$ cat src/rtl/ram_bist_pkg.sv
// RAM BIST shared types: FSM states, pattern modes
// and the write/expect pattern generator.
package ram_bist_pkg;

   typedef enum logic [2:0] {
      S_IDLE,
      S_WRITE,
      S_READ,
      S_DRAIN,
      S_DONE
   } state_t;

   localparam logic [1:0] MODE_INCR  = 2'd0;
   localparam logic [1:0] MODE_CONST = 2'd1;
   localparam logic [1:0] MODE_WALK  = 2'd2;
   localparam logic [1:0] MODE_CHK   = 2'd3;

   // Pattern computed at 32 bits, masked to dw bits.
   function automatic logic [31:0] bist_pattern(
      input logic [1:0]  mode,
      input logic [31:0] seed,
      input logic [31:0] addr,
      input int unsigned dw
   );
      logic [31:0] p;
      logic [31:0] mask;
      mask = (dw >= 32) ? 32'hFFFF_FFFF
                        : ((32'd1 << dw) - 32'd1);
      unique case (mode)
         MODE_INCR:  p = seed + addr;
         MODE_CONST: p = seed;
         MODE_WALK:  p = 32'd1 << (addr % dw);
         MODE_CHK:   p = addr[0] ? ~seed : seed;
         default:    p = 32'd0;
      endcase
      return p & mask;
   endfunction

endpackage

$ cat src/rtl/ram_bist_chk.sv
// RAM BIST compare path: read-valid delay line,
// data comparator and sticky error bookkeeping.
module ram_bist_chk
   import ram_bist_pkg::*;
#(
   parameter int DATA_W = 8,
   parameter int ADDR_W = 5,
   parameter int RD_LAT = 1
) (
   input  logic              clk,
   input  logic              rst_n,
   input  logic              i_clr,
   input  logic              i_vld,
   input  logic [ADDR_W-1:0] i_addr,
   input  logic [1:0]        i_mode,
   input  logic [DATA_W-1:0] i_seed,
   input  logic [DATA_W-1:0] i_rd_data,
   output logic              o_err,
   output logic [15:0]       o_err_cnt,
   output logic [ADDR_W-1:0] o_err_addr
);

   logic              r_vld [RD_LAT];
   logic [ADDR_W-1:0] r_adr [RD_LAT];
   logic [DATA_W-1:0] w_exp;
   logic              w_miss;

   assign w_exp = DATA_W'(bist_pattern(i_mode,
                     32'(i_seed),
                     32'(r_adr[RD_LAT-1]),
                     DATA_W));
   assign w_miss = r_vld[RD_LAT-1]
                && (i_rd_data != w_exp);

   // Delay read valid/address to line up with RAM data.
   always_ff @(posedge clk) begin
      if (!rst_n) begin
         for (int i = 0; i < RD_LAT; i++) begin
            r_vld[i] <= 1'b0;
            r_adr[i] <= '0;
         end
      end else begin
         r_vld[0] <= i_vld;
         r_adr[0] <= i_addr;
         for (int i = 1; i < RD_LAT; i++) begin
            r_vld[i] <= r_vld[i-1];
            r_adr[i] <= r_adr[i-1];
         end
      end
   end

   // Sticky error flag, saturating count, first address.
   always_ff @(posedge clk) begin
      if (!rst_n || i_clr) begin
         o_err      <= 1'b0;
         o_err_cnt  <= '0;
         o_err_addr <= '0;
      end else if (w_miss) begin
         o_err <= 1'b1;
         if (o_err_cnt != 16'hFFFF)
            o_err_cnt <= o_err_cnt + 16'd1;
         if (!o_err)
            o_err_addr <= r_adr[RD_LAT-1];
      end
   end

endmodule

$ cat src/rtl/ram_bist_ctrl.sv
// RAM BIST controller: write a pattern over the whole
// RAM, read it back, and report miscompares.
module ram_bist_ctrl
   import ram_bist_pkg::*;
#(
   parameter int DATA_W = 8,
   parameter int ADDR_W = 5,
   parameter int RD_LAT = 1
) (
   input  logic              clk,
   input  logic              rst_n,
   input  logic              start,
   input  logic [1:0]        mode,
   input  logic [DATA_W-1:0] seed,
   output logic              ram_wr_en,
   output logic              ram_rd_en,
   output logic [ADDR_W-1:0] ram_addr,
   output logic [DATA_W-1:0] ram_wr_data,
   input  logic [DATA_W-1:0] ram_rd_data,
   output logic              busy,
   output logic              done,
   output logic              err,
   output logic [15:0]       err_cnt,
   output logic [ADDR_W-1:0] err_addr
);

   localparam logic [ADDR_W-1:0] A_LAST = '1;
   localparam logic [2:0] LAT_LAST = 3'(RD_LAT - 1);

   state_t            r_state;
   logic [1:0]        r_mode;
   logic [DATA_W-1:0] r_seed;
   logic [2:0]        r_lat;
   logic [ADDR_W-1:0] w_addr_nx;
   logic              w_start_acc;

   assign w_addr_nx   = ram_addr + 1'b1;
   assign w_start_acc = (r_state == S_IDLE) && start;

   function automatic logic [DATA_W-1:0] pat(
      input logic [1:0]        m,
      input logic [DATA_W-1:0] s,
      input logic [ADDR_W-1:0] a
   );
      return DATA_W'(bist_pattern(m, 32'(s),
                        32'(a), DATA_W));
   endfunction

   // Sequencer: write sweep, read sweep, drain, done.
   always_ff @(posedge clk) begin
      if (!rst_n) begin
         r_state     <= S_IDLE;
         r_mode      <= '0;
         r_seed      <= '0;
         r_lat       <= '0;
         ram_wr_en   <= 1'b0;
         ram_rd_en   <= 1'b0;
         ram_addr    <= '0;
         ram_wr_data <= '0;
         busy        <= 1'b0;
         done        <= 1'b0;
      end else begin
         done <= 1'b0;
         unique case (r_state)
            S_IDLE: begin
               if (start) begin
                  r_mode      <= mode;
                  r_seed      <= seed;
                  r_state     <= S_WRITE;
                  busy        <= 1'b1;
                  ram_wr_en   <= 1'b1;
                  ram_addr    <= '0;
                  ram_wr_data <= pat(mode, seed, '0);
               end
            end
            S_WRITE: begin
               if (ram_addr == A_LAST) begin
                  ram_wr_en   <= 1'b0;
                  ram_wr_data <= '0;
                  ram_rd_en   <= 1'b1;
                  ram_addr    <= '0;
                  r_state     <= S_READ;
               end else begin
                  ram_addr    <= w_addr_nx;
                  ram_wr_data <= pat(r_mode, r_seed,
                                     w_addr_nx);
               end
            end
            S_READ: begin
               if (ram_addr == A_LAST) begin
                  ram_rd_en <= 1'b0;
                  ram_addr  <= '0;
                  r_lat     <= '0;
                  r_state   <= S_DRAIN;
               end else begin
                  ram_addr <= w_addr_nx;
               end
            end
            S_DRAIN: begin
               if (r_lat == LAT_LAST) begin
                  done    <= 1'b1;
                  r_state <= S_DONE;
               end else begin
                  r_lat <= r_lat + 3'd1;
               end
            end
            S_DONE: begin
               busy    <= 1'b0;
               r_state <= S_IDLE;
            end
            default: r_state <= S_IDLE;
         endcase
      end
   end

   ram_bist_chk #(
      .DATA_W (DATA_W),
      .ADDR_W (ADDR_W),
      .RD_LAT (RD_LAT)
   ) u_chk (
      .clk        (clk),
      .rst_n      (rst_n),
      .i_clr      (w_start_acc),
      .i_vld      (ram_rd_en),
      .i_addr     (ram_addr),
      .i_mode     (r_mode),
      .i_seed     (r_seed),
      .i_rd_data  (ram_rd_data),
      .o_err      (err),
      .o_err_cnt  (err_cnt),
      .o_err_addr (err_addr)
   );

endmodule

$ cat config.mk
export PLATFORM = sky130hd
export DESIGN_NAME = ram_bist_ctrl
export DESIGN_NICKNAME = d
export VERILOG_FILES = /design/src/rtl/ram_bist_pkg.sv /design/src/rtl/ram_bist_chk.sv /design/src/rtl/ram_bist_ctrl.sv
export SDC_FILE = /design/constraint.sdc
export NUM_CORES = 1
export LEC_CHECK = 0
export BUFFER_PORTS_ARGS = -buffer_cell sky130_fd_sc_hd__buf_2
export CORE_MARGIN = 4
export CORE_UTILIZATION = 45
export DETAILED_ROUTE_END_ITERATION = 7
export GPL_ROUTABILITY_DRIVEN = 1
export MAX_ROUTING_LAYER = met4
export PLACE_DENSITY = 0.65
export SYNTH_ARGS = -nofsm -noshare
export SYNTH_HDL_FRONTEND = slang
export SYNTH_HIERARCHICAL = 1
export SYNTH_SLANG_ARGS = --single-unit
export TNS_END_PERCENT = 5
$ cat constraint.sdc
create_clock -name clk -period 6.51 [get_ports clk]
set_clock_uncertainty 0.05 [all_clocks]
set_input_delay 0.3255 -clock clk [delete_from_list [all_inputs] [get_ports clk]]
set_output_delay 0.3255 -clock clk [all_outputs]
set_load 0.01 [all_outputs]
==> results of run 1 <==
## cells in the final DEF, fill, tap and decap left out, types with 8 or more instances in the layout
cell	netlist	routed
a21oi_1	55	55
nand4_1	11	11
inv_1	24	24
nand3_1	15	15
xnor2_1	13	13
o211ai_1	12	12
o21ai_1	9	9
nand2_1	54	54
o31ai_1	11	11
nor3_1	13	13
clkbuf_8	0	9
nand2b_1	10	10
nor2_1	29	29
nor2b_1	12	12
a211oi_1	8	8
o21ai_0	23	23
dfxtp_1	61	61
or4_1	11	11
and2_1	9	9
buf_2	8	59
or3_1	15	15
ha_1	19	19
## worst reg2reg max path: stages (launching register included)
cell	delay, ps
dfxtp_1	540
ha_1	300
inv_1	80
fa_1	450
nand2b_1	190
a211oi_1	240
mux2_2	380
o21a_1	170
a211oi_1	320
and3_4	480
or4_1	180
a21oi_1	60
## registers in the layout (all words and copies together) (netlist names)
name / flops
ram_wr_en: 1
r_lat: 3
done: 1
r_seed: 8
ram_addr: 5
u_chk/o_err_cnt: 16
busy: 1
r_state: 3
ram_rd_en: 1
u_chk/o_err: 1
ram_wr_data: 8
u_chk/o_err_addr: 5
r_mode: 2
u_chk/r_adr: 5
u_chk/r_vld: 1
## path summary, 6_finish.rpt
path	from	end	slack (ps)	cells after the start
worst max-delay path	u_chk/r_adr[0][0]	u_chk/o_err_cnt[13]	2950	11
worst min register to register	ram_wr_en	ram_wr_en	410	2
worst min-delay path	mode[1]	r_mode[1]	170	3
worst max register to register	u_chk/r_adr[0][0]	u_chk/o_err_cnt[13]	2950	11
## synthesized netlist by cell type (all sizes together), types with 10 or more instances
master and count:
dfxtp 61, o31ai 11, buf 14, nand2 55, or4 11, o21ai 32, nand3 15, a21oi 55
nor2b 12, nand4 11, xnor2 13, nor3 13, inv 24, clkbuf 18, or3 15, ha 19
o211ai 13, nor2 30, nand2b 10
## area by class of cell
type                            count  area share [%]
Multi-Input combinational cell    431            59.2
Sequential cell                    61            25.6
Timing Repair Buffer               60            6.35
Tap cell                          129            3.38
Clock buffer                        9            2.60
Inverter                           24            1.89
Clock inverter                      7            1.05
## power breakdown
group          switching (µW)  internal [µW]
Clock                     172            140
Combinational            85.2           59.5
Sequential               20.2            384
Total                     277            584
## layer usage
metal | track usage (%) | wire [µm] | vias to the layer above
li1 | - | - | 2101
met1 | 29.7 | 5500 | 2013
met2 | 32.7 | 5400 | 110
met3 | 3.98 | 526 | 14
met4 | 5.83 | 163 | 0
met5 | - | 0 | -
## logic make-up after synthesis
kind of cell	after synthesis
and+or+nand+nor	225
AOI/OAI and AO/OA	161
DFF	61
buffers and inverters	56
adders and majority gates	21
xor gates and xnor gates	16
muxes	8
## through the flow
stage | utilization (%) | hold slack [ps] | cells | total power [µW]
2_1_floorplan | - | 389 | 548 | 515
3_3_place_gp | 49.5 | 398 | 705 | 554
3_5_place_dp | 49.5 | 401 | 705 | 556
4_1_cts | 51.4 | 166 | 721 | 867
5_1_grt | 51.4 | 169 | 721 | 904
6_report | 51.4 | 173 | 721 | 861
==> impl_metrics.json, run 1 <==
{
  "path_max_fanout": 34,
  "ys_seq_area_share_pct": 28.4,
  "synth_compound_area_share_pct": 24.1,
  "design.die.area_mm2": 0.0112,
  "cp_data_arrival_time_ps": 3720,
  "synth_xor_xnor_area_share_pct": 3.43,
  "yosys-top-cells-area": "dfxtp_1 28%, a21oi_1 6.4%, ha_1 5.5%, nand2_1 4.7%, o21ai_0 2.7%",
  "synth_top_area_cell": "dfxtp_1",
  "seqCellArea_mm2": 0.00122,
  "via_per_inst": 5.88,
  "maxCapViolCount": 0,
  "critPathLaunchType": "register",
  "wl_mm": 11.6,
  "synth_flop_cell": "dfxtp_1",
  "clock_path_buffers": 2,
  "synth_cell_types": 75,
  "postPlaceCellArea_mm2": 0.00460,
  "syn_to_final_growth_pct": 10.9,
  "synth_top_area_share_pct": 28.4,
  "vdd_drop_max_mv": 0.0891,
  "hpwl_mm": 8.40,
  "setup_viol": 0,
  "leakage_uw": 0.00184,
  "start_util_pct": 46.3,
  "synth-simple-area-share_pct": 29.6,
  "synth_edf_count": 0,
  "grt_remaining_overflow": 0,
  "synth_cells": 548,
  "drive_gt1_share_pct": 16.6,
  "die-height_um": 106,
  "worst_pin_slew_ps": 1140,
  "drt_first_pass_iters": 5,
  "grt_pass1_wl_mm": 19.4,
  "drt-wirelength-per-cell_um": 16.1,
  "vias": 4238,
  "drc_errors": 0,
  "fp-row-count": 35,
  "clk_latency_ps": 350,
  "synthArstFlopShare_pct": 0,
  "multi_input_area_mm2": 0.00282,
  "dp_slack_ps": 2970,
  "post_cts_resized": 0,
  "timing.critical_path.mode_cell": "a211oi_1",
  "hold_buffers": 0,
  "postLayoutCellArea_mm2": 0.00477,
  "crit_chain": "ha_1 -> inv_1 -> fa_1 -> nand2b_1 -> a211oi_1 -> mux2_2 -> o21a_1 -> a211oi_1 -> and3_4 -> or4_1 -> a21oi_1",
  "worstPathRequired_ps": 6670,
  "fillers": 927,
  "finalCritPeriodShare_pct": 54.6,
  "finalNetCount": 629,
  "core_area_mm2": 0.00928,
  "gp_congestion": 0.900,
  "synth_seq_cells": 61,
  "cts-root-buf": "clkbuf_8",
  "synth_adder_area_share_pct": 6.46,
  "max_stage_delay_ps": 540,
  "status": "complete, no violations",
  "cts_buffers": 9,
  "setup_ws_ps": 2950,
  "max_freq_ghz": 0.281,
  "hold_viol_final": 0,
  "cts_max_level": 3,
  "numClockSinks": 61,
  "critPathKind": "reg -> reg",
  "die_w_um": 106,
  "p_per_area_mw_per_mm2": 180,
  "synth_top_family_by_area": "simple AND/OR/NAND/NOR gates",
  "crit_slowest_cell": "dfxtp_1",
  "grt_max_degree": 43,
  "syn_area_per_cell_um2": 7.85,
  "post-cts-setup-buffers": 0,
  "io_buffers": 59,
  "drv_slew": 0,
  "num_io_pins": 60,
  "grt_pass1_vias": 3945,
  "maxSlewHeadroom_pct": 24.2,
  "muxShareOfSynthArea_pct": 1.95,
  "end_kind": "register",
  "cts.clk_slew.worst_paths_ps": 70,
  "synth_area_mm2": 0.00430,
  "path_buf_inv": 1,
  "diodes": 0,
  "antenna_found_initial": 0,
  "ant_nets": 0,
  "synth_nets": 590,
  "synth_warnings": 6,
  "min_period_ps": 3560,
  "hold_class": "in -> reg",
  "track_usage_pct": 21.6,
  "first_iter_violations": 305,
  "tns_ps": 0,
  "crit_family": "simple AND/OR/NAND/NOR gates",
  "rsz0062_at_grt": "no",
  "cts_tree": "done"
}
Note: power is estimated with default switching activity, not from simulation.
==> run 2: changes to the inputs <==
PLACE_DENSITY = 0.68   (was 0.65)
clock period = 3 ns   (was 6.51 ns; I/O delays follow)
==> run 2 against run 1 <==
The run now ends with negative setup slack left. Utilization increased by 4.3 points. Highest routed layer unchanged. Sequential cell count unchanged. Wire length grew 2.9%. Cell area rose by 8.4%. Register-to-register slack got worse by 3000 ps. Fmax up 18%. Critical path depth is the same. Clock-buffer cell count stayed put. Combinational power grew to 2.6 times the previous value. Clock power is 140% higher. Critical path type unchanged.
==> impl_metrics.json, run 2 (synthesis gave the netlist of run 1 again) <==
{
  "status": "finished with violations",
  "violations": "negative setup slack",
  "max_stage_delay_ps": 380,
  "clk_latency_ps": 350,
  "grt_remaining_overflow": 0,
  "rsz0062_at_grt": "yes",
  "fillers": 908,
  "clock_path_buffers": 2,
  "r2r_start": "u_chk/r_adr[0][0]",
  "maxCapViolCount": 0,
  "setup_viol": 1,
  "finalNetCount": 666,
  "num_io_pins": 60,
  "numClockSinks": 61,
  "cts-root-buf": "clkbuf_8",
  "track_usage_pct": 22.1,
  "top_register": "u_chk/o_err_cnt",
  "max_freq_ghz": 0.332,
  "drv_slew": 0,
  "reg.largest.list": "u_chk/o_err_cnt x16, r_seed x8, ram_wr_data x8",
  "min_from": "mode[1]",
  "layout_commonest_cell": "buf_2",
  "setup_ws_ps": -15.5,
  "largest_reg_flops": 16,
  "end_kind": "register",
  "grt_pass1_vias": 4136,
  "multi_input_area_mm2": 0.00292,
  "via_per_inst": 5.76,
  "vdd_drop_max_mv": 0.192,
  "mostFrequentLayoutCells": "59 x buf_2, 57 x dfxtp_1, 54 x nand2_1, 53 x a21oi_1, 34 x buf_4",
  "design.die.area_mm2": 0.0112,
  "core_area_mm2": 0.00928,
  "rrSetupSlack_ps": -20,
  "wl_mm": 11.9,
  "worstPathRequired_ps": 3220,
  "first_iter_violations": 190,
  "cts_buffers": 9,
  "crit_chain": "ha_4 -> buf_6 -> a211o_1 -> a2111oi_2 -> o21ai_1 -> a211oi_2 -> nor4b_4 -> buf_4 -> a311o_1 -> or3_1 -> a21oi_1",
  "path_buf_inv": 2,
  "path_depth": 11,
  "holdPathStages": 3,
  "min_period_ps": 3020,
  "cp_data_arrival_time_ps": 3240,
  "start_util_pct": 46.3,
  "worst_pin_slew_ps": 692,
  "hold_viol_final": 0,
  "p_per_area_mw_per_mm2": 383,
  "drive_gt1_share_pct": 23.5,
  "fp-row-count": 35,
  "cts_max_level": 3,
  "crit_slowest_cell": "a2111oi_2",
  "crit_family": "compound AO/OA/AOI/OAI gates",
  "leakage_uw": 0.00206,
  "syn_to_final_growth_pct": 20.2,
  "rr_endpoint": "u_chk/o_err_cnt[8]",
  "critPathLaunchType": "register",
  "maxSlewHeadroom_pct": 53.8,
  "path_max_fanout": 3,
  "io_buffers": 59,
  "ant_nets": 0,
  "tns_ps": -15.5,
  "finalCritPeriodShare_pct": 101,
  "reg2regPathDepth": 11,
  "drt_first_pass_iters": 4,
  "gp_congestion": 0.866,
  "die-height_um": 106,
  "cts.clk_slew.worst_paths_ps": 70,
  "drt-wirelength-per-cell_um": 15.7,
  "hpwl_mm": 8.77,
  "cts_tree": "done",
  "p_total_uw": 1980,
  "antenna_found_initial": 0,
  "vias": 4364,
  "critPathKind": "reg -> reg",
  "grt_pass1_wl_mm": 19.7,
  "diodes": 0,
  "grt_max_degree": 22,
  "hold_class": "in -> reg",
  "seqCellArea_mm2": 0.00123,
  "drc_errors": 0,
  "die_w_um": 106,
  "min_to": "r_mode[1]"
}
==> run 2: layout make-up <==
type	count	area share, %
clock buffer	9	2.40
clock inverter	7	1.45
inverter	24	1.74
multi-input combinational	433	56.5
sequential	61	23.8
tap	129	3.12
timing repair buffer	95	11.1
==> run 2: stage by stage <==
step / instances / hold WS (ps) / worst slack [ps] / utilization, % / instance area, µm²
after floorplan: 548 / 222 / 24.0 / - / 4310
after global placement: 735 / 356 / -42.4 / 52.0 / 4830
after detailed placement: 735 / 361 / -143 / 52.0 / 4830
after CTS: 754 / 1.37 / 4.76 / 54.8 / 5090
after global routing: 758 / 10.5 / -107 / 55.7 / 5170
final: 758 / 13.6 / -15.5 / 55.7 / 5170
==> run 2: power by group <==
| group | total [µW] | switching (µW) | internal [µW] | leakage [µW] |
|---|---|---|---|---|
| logic | 379 | 217 | 161 | 0.00146 |
| registers | 864 | 29.3 | 834 | 0.000498 |
| clock network | 740 | 353 | 387 | 0.000104 |
| total | 1980 | 600 | 1380 | 0.00206 |
==> run 2: metal layers <==
metal	vias up	global-route usage (%)	routed length, µm
li1	2180	-	-
met1	2041	28.5	5510
met2	121	35.1	5580
met3	22	4.41	640
met4	0	6.48	196
met5	-	-	0
==> run 2: worst min-delay path: stages <==
cell and delay [ps]:
buf_2 100, nand2_1 50, a21oi_1 50
==> run 2: repair_timing <==
| action | 4_1_cts | 5_1_grt |
|---|---|---|
| endpoints found under the hold margin | 1 | 0 |
| gates cloned | 2 | 0 |
| pin swaps | 8 | 13 |
| gates resized for setup | 12 | 8 |
| hold buffers | 1 | 0 |
| setup endpoints to repair | 17 | 22 |
| setup buffers | 0 | 4 |
==> run 2: how the worst max path moves through the flow <==
stage / start / end / slack (ps)
floorplan: r_seed[0] / u_chk/o_err_cnt[2] / 20
global placement: r_seed[0] / u_chk/o_err_cnt[15] / -40
detailed placement: r_seed[0] / u_chk/o_err_cnt[3] / -140
CTS: r_seed[1] / u_chk/o_err_cnt[8] / 5
global route: r_seed[0] / u_chk/o_err_cnt[8] / -110
finish: u_chk/r_adr[0][0] / u_chk/o_err_cnt[8] / -20
==> run 3: changes to the inputs <==
ABC_AREA = 1   (was default)
PLACE_DENSITY = 0.67   (was 0.68)
==> run 3 against run 2 <==
Total power increased by 16%. Sequential power increased by 5.9%. Non-clock buffer count decreased by 27. Register-to-register slack improved by 380 ps. Critical path type unchanged. Synthesized area increased by 0.90%. Worst setup slack improved by 380 ps. The run now ends clean. Cell area decreased by 3.5%. Cell count increased by 20%. Via count increased by 3.9%.
==> impl_metrics.json, run 3 <==
{
  "synth_area_mm2": 0.00434,
  "grt_pass1_wl_mm": 19.2,
  "first_iter_violations": 222,
  "status": "complete, no violations",
  "whs_ps": 61.0,
  "synthArstFlopShare_pct": 0,
  "crit_family": "simple AND/OR/NAND/NOR gates",
  "max_freq_ghz": 0.379,
  "vdd_drop_max_mv": 0.321,
  "clk_latency_ps": 350,
  "finalCritPeriodShare_pct": 87.9,
  "dp_slack_ps": 170,
  "power_frac_seq_pct": 39.7,
  "critPathKind": "reg -> reg",
  "postLayoutCellArea_mm2": 0.00499,
  "maxSlewHeadroom_pct": 51.4,
  "track_usage_pct": 21.2,
  "clock_path_buffers": 2,
  "grt_max_degree": 27,
  "antenna_found_initial": 0,
  "postPlaceCellArea_mm2": 0.00474,
  "crit_slowest_cell": "dfxtp_2",
  "grt_pass1_vias": 4102,
  "numClockSinks": 61,
  "r2r_start": "u_chk/r_adr[0][0]",
  "ys_seq_area_share_pct": 28.1,
  "setup_viol": 0,
  "drive_gt1_share_pct": 13.8,
  "diodes": 0,
  "ant_nets": 0,
  "pwr-share-clk_pct": 35.5,
  "p_int_uw": 1540,
  "yosys-top-cells-area": "dfxtp_1 28%, nand2_1 19%, inv_1 10%, nand3_1 8.3%, ha_1 5.5%",
  "p_per_area_mw_per_mm2": 462,
  "die-height_um": 106,
  "max_stage_delay_ps": 410,
  "p_comb_share_pct": 24.8,
  "rr_endpoint": "u_chk/o_err_cnt[1]",
  "wl_mm": 11.2,
  "critPathLaunchType": "register",
  "min_period_ps": 2640,
  "cts_tree": "done",
  "syn_to_final_growth_pct": 15.0,
  "start_util_pct": 46.5,
  "crit_chain": "ha_1 -> inv_1 -> fa_1 -> inv_1 -> nand2_1 -> nand2_1 -> nand3_1 -> nand3_1 -> nand3_1 -> nand3_1 -> nand2_1 -> nor2_1 -> nand3_4 -> buf_4 -> nand3_1 -> nand2_1 -> inv_1 -> nor2_1",
  "worst_pin_slew_ps": 728,
  "cts_max_level": 3,
  "design.die.area_mm2": 0.0113,
  "fillers": 994,
  "synth_seq_cells": 61,
  "cts-root-buf": "clkbuf_8",
  "holdPathStages": 3,
  "synth_cell_types": 41,
  "tns_ps": 0,
  "reg.largest.list": "u_chk/o_err_cnt x16, r_seed x8, ram_wr_data x8",
  "num_io_pins": 60,
  "synth_warnings": 6,
  "synth_top_area_share_pct": 28.1,
  "min_from": "seed[4]",
  "end_kind": "register",
  "path_max_fanout": 8,
  "layout_commonest_cell": "nand2_1",
  "vias": 4535,
  "switchingPower_uw": 764,
  "top_register": "u_chk/o_err_cnt",
  "yosysMostFrequentCell": "nand2_1",
  "reg2regPathDepth": 18,
  "grt_remaining_overflow": 0,
  "rrSetupSlack_ps": 360,
  "path_buf_inv": 4,
  "gp_congestion": 0.908,
  "power.share.switching_pct": 33.1,
  "core_area_mm2": 0.00933,
  "drt_first_pass_iters": 4,
  "hold_class": "in -> reg",
  "synth_cells": 717,
  "synth_flop_cell": "dfxtp_1",
  "synth_common_cells": "221 x nand2_1, 120 x inv_1, 72 x nand3_1, 62 x nor2_1, 61 x dfxtp_1",
  "cts.clk_slew.worst_paths_ps": 70,
  "drt-wirelength-per-cell_um": 12.3,
  "via_per_inst": 4.97,
  "leakage_uw": 0.00251,
  "setup_ws_ps": 362,
  "largest_reg_flops": 16,
  "finalNetCount": 822,
  "maxCapViolCount": 0,
  "die_w_um": 106,
  "synth_edf_count": 0,
  "drc_errors": 0,
  "synth_top_area_cell": "dfxtp_1",
  "cp_data_arrival_time_ps": 2840,
  "cts_buffers": 9,
  "min_to": "r_seed[4]",
  "synth_nets": 759,
  "hpwl_mm": 8.59,
  "hold_viol_final": 0,
  "syn_area_per_cell_um2": 6.05,
  "worstPathRequired_ps": 3200,
  "io_buffers": 59,
  "hold_buffers": 0,
  "timing.critical_path.mode_cell": "nand3_1",
  "rsz0062_at_grt": "no",
  "mostFrequentLayoutCells": "221 x nand2_1, 120 x inv_1, 72 x nand3_1, 62 x nor2_1, 60 x dfxtp_1",
  "drv_slew": 0,
  "fp-row-count": 35
}
run 3: changes by cell type in the layout (fill, tap and decap cells not counted), moves of 12 or more:
cell / delta
nand4_1: +13
nor2_1: +33
or3_1: -15
inv_1: +96
nor2b_1: -12
nand2_1: +167
buf_4: -26
a21oi_1: -22
nand3_1: +58
run 3: routing by layer:
layer	vias up	share of wire (%)	routed length (µm)	global-route usage, %
met5	-	0	0	-
met4	0	0.69	78	4.72
met3	5	5.9	665	4.55
met2	131	46	5150	33.3
met1	2004	48	5350	28.2
li1	2395	-	-	-
run 3: area by class of cell:
type                    instances  area (µm²)  area share (%)
clock inverters                 4        72.6            1.45
repair buffers                 68         367            7.34
multi-input cells             512        2550            51.0
well taps                     129         161            3.23
flip-flops and latches         61        1220            24.5
clock buffers                  11         141            2.83
inverters                     128         480            9.62
run 3: kinds of logic (layout without fill, tap and decap cells):
logic type               Yosys count  after routing  synth area share (%)
buffers and inverters            144            211                  13.2
AND/OR/NAND/NOR                  409            409                  41.4
adder cells (fa/ha/maj)           21             21                  6.40
flip-flops                        61             61                  28.1
AO/OA/AOI/OAI                     76             76                  9.54
XOR/XNOR                           6              6                  1.38
run 3: power by group through the flow:
stage	Sequential, µW	Combinational [µW]	Clock, µW
detailed placement	932	568	0
floorplan	927	411	0
global route	923	660	883
CTS	914	572	845
finish	915	573	818
global placement	931	561	0
run 3: worst max path at each step:
stage	start	endpoint	slack (ps)	cells past startpoint
2_1_floorplan	u_chk/r_adr[0][0]	u_chk/o_err_cnt[10]	570	18
3_3_place_gp	u_chk/r_adr[0][0]	u_chk/o_err_cnt[8]	270	18
3_5_place_dp	u_chk/r_adr[0][0]	u_chk/o_err_cnt[8]	170	18
4_1_cts	u_chk/r_adr[0][0]	u_chk/o_err_cnt[6]	170	18
5_1_grt	r_seed[0]	u_chk/o_err_cnt[6]	70	18
6_report	u_chk/r_adr[0][0]	u_chk/o_err_cnt[1]	360	18
run 3: tightest hold or removal path: stages:
cell,delay [ps]
buf_2,80
o21ai_0,70
a21oi_1,110
run 3: timing repair:
item | 4_1_cts | 5_1_grt
gates resized for setup | 0 | 2
setup buffers | 0 | 4
endpoints found under the setup margin | 0 | 15
run 3: through the flow:
| stage | instances | total power (µW) | utilization [%] |
|---|---|---|---|
| floorplan | 717 | 1340 | - |
| global placement | 894 | 1490 | 50.9 |
| detailed placement | 894 | 1500 | 50.9 |
| CTS | 909 | 2330 | 53.1 |
| global route | 913 | 2470 | 53.5 |
| finish | 913 | 2310 | 53.5 |
